$ cat config.mk
export PLATFORM = sky130hd
export DESIGN_NAME = depth_test_issuer
export DESIGN_NICKNAME = d
export VERILOG_FILES = /design/src/rtl/depth_test_issuer.sv
export SDC_FILE = /design/constraint.sdc
export NUM_CORES = 1
export LEC_CHECK = 0
export ABC_CLOCK_PERIOD_IN_PS = 11100
export BUFFER_PORTS_ARGS = -buffer_cell sky130_fd_sc_hd__buf_4
export CAP_MARGIN = 40
export CORE_AREA = 2 2 237 239
export CTS_CLUSTER_SIZE = 14
export DETAILED_ROUTE_END_ITERATION = 10
export DIE_AREA = 0 0 239 241
export GPL_TIMING_DRIVEN = 0
export PLACE_DENSITY = 0.66
export SLEW_MARGIN = 20
export SYNTH_ARGS = -nofsm -noshare
export SYNTH_HDL_FRONTEND = slang
export SYNTH_SLANG_ARGS = --single-unit
export TNS_END_PERCENT = 1
$ cat constraint.sdc
create_clock -name clk_in -period 11.1 [get_ports clk_in]
set_input_delay 2.22 -clock clk_in [delete_from_list [all_inputs] [get_ports clk_in]]
set_output_delay 2.22 -clock clk_in [all_outputs]
set_load 0.1 [all_outputs]
$ cat src/rtl/depth_test_issuer.sv
// depth_test_issuer: buffers rasterized fragments in a small FIFO, issues them
// one at a time to the depth-test unit, waits for the pass/fail verdict and
// emits passing fragments as single-cycle framebuffer pixel writes.
// Optional feature: define FRAG_STATS_EN to add saturating pass/fail verdict
// counters (pass_count_out, fail_count_out).
module depth_test_issuer #(
   parameter int DEPTH_WIDTH = 16,
   parameter int COLOR_WIDTH = 16,
   parameter int FIFO_DEPTH  = 8,
   parameter int TIMEOUT     = 64
) (
   input  logic                   clk_in,
   input  logic                   rst_in,
   input  logic                   frag_valid_in,
   output logic                   frag_ready_out,
   input  logic [31:0]            frag_addr_in,
   input  logic [DEPTH_WIDTH-1:0] frag_depth_in,
   input  logic [COLOR_WIDTH-1:0] frag_color_in,
   output logic                   dt_valid_out,
   input  logic                   dt_ready_in,
   output logic [31:0]            dt_addr_out,
   output logic [DEPTH_WIDTH-1:0] dt_depth_out,
   input  logic                   dt_done_in,
   input  logic                   dt_pass_in,
   output logic                   px_valid_out,
   output logic [31:0]            px_addr_out,
   output logic [COLOR_WIDTH-1:0] px_color_out,
   output logic                   busy_out,
   output logic                   timeout_out
`ifdef FRAG_STATS_EN
   ,
   output logic [31:0]            pass_count_out,
   output logic [31:0]            fail_count_out
`endif
);

   localparam int AW = $clog2(FIFO_DEPTH);
   localparam int CW = AW + 1;
   localparam int TW = (TIMEOUT > 1) ? $clog2(TIMEOUT) : 1;

   typedef struct packed {
      logic [31:0]            addr;
      logic [DEPTH_WIDTH-1:0] depth;
      logic [COLOR_WIDTH-1:0] color;
   } frag_t;

   typedef enum logic [1:0] {
      S_IDLE,
      S_ISSUE,
      S_WAIT,
      S_EMIT
   } state_t;

   frag_t           mem [FIFO_DEPTH];
   logic [AW-1:0]   wr_ptr;
   logic [AW-1:0]   rd_ptr;
   logic [CW-1:0]   count;
   frag_t           head;
   logic            push;
   logic            pop;

   state_t          state;
   logic [31:0]     held_addr;
   logic [COLOR_WIDTH-1:0] held_color;
   logic [TW-1:0]   wait_cnt;

   assign head           = mem[rd_ptr];
   assign frag_ready_out = (count != CW'(FIFO_DEPTH));
   assign push           = frag_valid_in && frag_ready_out;
   assign pop            = (state == S_IDLE) && (count != '0);
   assign busy_out       = (count != '0) || (state != S_IDLE);

   // FIFO storage: written on push only.
   // NOTE: the storage array has no reset; occupancy and pointers define which
   // entries are live, so clearing the data would only cost logic.
   always_ff @(posedge clk_in) begin
      if (push) begin
         mem[wr_ptr] <= '{addr: frag_addr_in, depth: frag_depth_in, color: frag_color_in};
      end
   end

   // FIFO pointers and occupancy; simultaneous push and pop leaves count unchanged.
   // NOTE: sequential state uses non-blocking assignments so every register
   // samples pre-edge values regardless of statement order.
   always_ff @(posedge clk_in) begin
      if (rst_in) begin
         wr_ptr <= '0;
         rd_ptr <= '0;
         count  <= '0;
      end else begin
         if (push) wr_ptr <= wr_ptr + AW'(1);
         if (pop)  rd_ptr <= rd_ptr + AW'(1);
         case ({push, pop})
            2'b10:   count <= count + CW'(1);
            2'b01:   count <= count - CW'(1);
            default: count <= count;
         endcase
      end
   end

   // Issue FSM with registered handshake and pixel-write outputs.
   always_ff @(posedge clk_in) begin
      if (rst_in) begin
         state        <= S_IDLE;
         held_addr    <= '0;
         held_color   <= '0;
         wait_cnt     <= '0;
         dt_valid_out <= 1'b0;
         dt_addr_out  <= '0;
         dt_depth_out <= '0;
         px_valid_out <= 1'b0;
         px_addr_out  <= '0;
         px_color_out <= '0;
         timeout_out  <= 1'b0;
      end else begin
         px_valid_out <= 1'b0;
         case (state)
            S_IDLE: begin
               if (pop) begin
                  held_addr    <= head.addr;
                  held_color   <= head.color;
                  dt_addr_out  <= head.addr;
                  dt_depth_out <= head.depth;
                  dt_valid_out <= 1'b1;
                  state        <= S_ISSUE;
               end
            end
            S_ISSUE: begin
               if (dt_ready_in) begin
                  dt_valid_out <= 1'b0;
                  wait_cnt     <= '0;
                  state        <= S_WAIT;
               end
            end
            S_WAIT: begin
               wait_cnt <= wait_cnt + TW'(1);
               // A verdict on the expiry cycle takes priority over the timeout.
               if (dt_done_in) begin
                  if (dt_pass_in) begin
                     px_valid_out <= 1'b1;
                     px_addr_out  <= held_addr;
                     px_color_out <= held_color;
                     state        <= S_EMIT;
                  end else begin
                     state <= S_IDLE;
                  end
               end else if (wait_cnt == TW'(TIMEOUT - 1)) begin
                  timeout_out <= 1'b1;
                  state       <= S_IDLE;
               end
            end
            S_EMIT: begin
               state <= S_IDLE;
            end
            default: state <= S_IDLE;
         endcase
      end
   end

`ifdef FRAG_STATS_EN
   // Saturating verdict counters; timeouts are counted as neither.
   always_ff @(posedge clk_in) begin
      if (rst_in) begin
         pass_count_out <= '0;
         fail_count_out <= '0;
      end else if (state == S_WAIT && dt_done_in) begin
         if (dt_pass_in) begin
            if (pass_count_out != '1) pass_count_out <= pass_count_out + 32'd1;
         end else begin
            if (fail_count_out != '1) fail_count_out <= fail_count_out + 32'd1;
         end
      end
   end
`endif

endmodule

==> flow_summary.yaml <==
run_status:
  status: "completed"
routing:
  viasPerCell: 5.41
  drtPass1Iterations: 7
  drt_iter0_markers: 1008
  drc: 0
  ant_nets: 0
  wl_per_cell_um: 23.1
  num_vias: 12776
  routed_wl_mm: 54.7
grt:
  grt_util_met3: 0.0421
  met2_usage: 0.315
  grt_pass1_wl_mm: 81.6
  antenna_found_initial: 6
  grt.met1_usage: 0.261
  grt_start_max_net_pins: 21
  gr-usage-all-layers: 0.192
  busiest_layer: "met2"
  first_global_vias: 12961
  grt_overflow: 0
timing:
  finalHoldViolations: 0
  setup_ws_ns: 6.89
  fmax_mhz: 237
  rsz0062_at_grt: "no"
  fin_crit_ns: 4.21
  fin_crit_sh: 0.380
  setup-tns-final_ns: 0
  tightest_slew_ns: 0.843
  max_slew_margin: 0.438
  skew_ns: 0.0381
  report.final.slew_viol_count: 0
  setup_violations: 0
  holdWs_ns: 0.455
floorplan:
  core_um2: 54900
  dieArea_um2: 57600
  die_h_um: 241
  ios: 171
  rows: 86
  start_util: 0.436
  die_w_um: 239
layout:
  seq_area_um2: 18000
  fin_area_um2: 28900
  nets: 1682
  areaGrowthSynthToFinish_pct: 20.8
  final_util: 0.527
  fillers: 4324
  layout-drive-gt1-share: 0.350
  multi_input_area_um2: 5500
logic_synthesis:
  synth_commonest_cells: "edfxtp_1, dfxtp_1, mux4_2"
  synth_most_common_cell: "edfxtp_1"
  ys_seq_elements: 645
  synthFlopType: "edfxtp_1"
  yosys.area.top_type_share: 0.642
  yosysUniqueCellTypes: 41
  syn_nets: 1378
  synthCells: 1302
  syn_avg_cell_area_um2: 18.4
  async_flop_share: 0
  synth-edff-count: 512
  synth_area_leader_cell: "edfxtp_1"
  synthTopCellsByArea: "edfxtp_1, mux4_2, dfxtp_1"
  syn_area_um2: 24000
  yosysSeqAreaShare: 0.753
  yosysWarnings: 0
setup_path:
  critical_path_arrival_ns: 1.99
  crit_path_cell_trace: "buf_6 -> or4b_1 -> clkbuf_1 -> buf_4"
  cp_max_fo: 9
  slowest_stage: "or4b_1"
  worst-path-stages: 4
  path_delay_family: "buffers and inverters"
  max_stage_delay_ns: 0.52
  cp-start-kind: "flip-flop"
  endpoint_kind: "primary output"
  cp-startpoint: "count[1]"
  cp_num_buf_inv: 3
  required_ns: 8.88
  regToRegStartpoint: "count[0]"
  worstRegToRegCells: 9
  critical_path_class: "reg -> out"
clocking:
  cts_hold_buf: 0
  clk_path_buf_depth: 3
  cts_max_level: 2
  cts_resized: 0
  cts_setup_buffers: 0
  cts_root_buffer: "clkbuf_16"
  cts_tree: "done"
  path_clk_slew_ns: 0.06
  cts_buffers: 61
  cts_sinks: 645
  clk_latency_ns: 0.64
job:
  maxCapViolCount: 0
placement:
  gp_congestion: 0.771
  dp_hpwl_mm: 37.9
  pre_cts_ws_ns: 6.61
  dpl_cell_area_um2: 26900
  io_buffers: 169
hold_path:
  hold_start: "held_color[7]"
  holdPathStages: 2
  hp-class: "reg -> reg"
pwr:
  p_per_area_nw_per_um2: 238
  ir_worst_vdd_mv: 0.142
  power_leakage_uw: 0.00970
==> worst min-delay path: stages (launching register included) <==
cell and delay, ns:
dfxtp_1 0.31, nand2_1 0.05, a21oi_1 0.05
==> metrics by stage <==
| step | std cells | power (uW) |
|---|---|---|
| final | 2363 | 6890 |
| after CTS | 2360 | 6950 |
| after detailed placement | 2245 | 4880 |
| after global routing | 2363 | 7160 |
| after floorplan | 1302 | 4350 |
| after global placement | 2175 | 4850 |
==> routing by layer <==
| metal | wire length (um) | share of wire |
|---|---|---|
| met4 | 1210 | 0.022 |
| met5 | 64 | 0.0012 |
| met1 | 23600 | 0.43 |
| met2 | 26500 | 0.48 |
| met3 | 3370 | 0.062 |
==> cell type report <==
type,count,share of cell area
Sequential cell,645,0.623
Multi-Input combinational cell,575,0.190
Timing Repair Buffer,241,0.0695
Clock buffer,81,0.0596
Tap cell,704,0.0304
Buffer,79,0.0156
Clock inverter,34,0.0109
Inverter,3,0.000389
Antenna cell,1,0.0000865
==> sequential cells by signal, summed over array words and instances, names as in the netlist <==
signal        cells
count             4
dt_depth_out     16
dt_valid_out      1
held_addr        32
held_color       16
mem             512
px_addr_out      32
px_color_out     16
px_valid_out      1
rd_ptr            3
state             2
timeout_out       1
wait_cnt          6
wr_ptr            3
==> placed cells by master, fill, tap and decap left out, types with 41 or more instances in the layout <==
master / netlist / final
dfxtp_1: 133 / 133
edfxtp_1: 512 / 512
a21oi_1: 62 / 62
nand2_1: 110 / 110
clkbuf_1: 37 / 47
nor3_2: 60 / 64
buf_4: 2 / 198
clkbuf_16: 0 / 63
nor2_1: 83 / 80
buf_2: 28 / 41
mux4_2: 128 / 128
o22ai_1: 63 / 63
==> report_power, final <==
part / internal, uW / total (uW) / switching, uW
Sequential: 2820 / 2940 / 115
Combinational: 646 / 1870 / 1230
Clock: 1200 / 2080 / 872
==> final timing paths <==
check,to,slack [ns]
hold / removal,px_color_out[7],0.46
setup reg to reg,mem[0][22],8.08
hold reg to reg,px_color_out[7],0.46
setup / recovery,frag_ready_out,6.89
==> kinds of logic (layout without fill, tap and decap cells) <==
family / count (synthesis) / in the layout / synth area share
buffers and inverters: 82 / 438 / 0.0193
AO/OA/AOI/OAI: 136 / 136 / 0.0325
AND/OR/NAND/NOR: 292 / 292 / 0.0665
other: 0 / 1 / 0
flip-flops: 645 / 645 / 0.753
adder cells (fa/ha/maj): 6 / 6 / 0.00313
XOR/XNOR: 9 / 9 / 0.00329
multiplexers: 132 / 132 / 0.122
(Power assumes the default switching activity.)
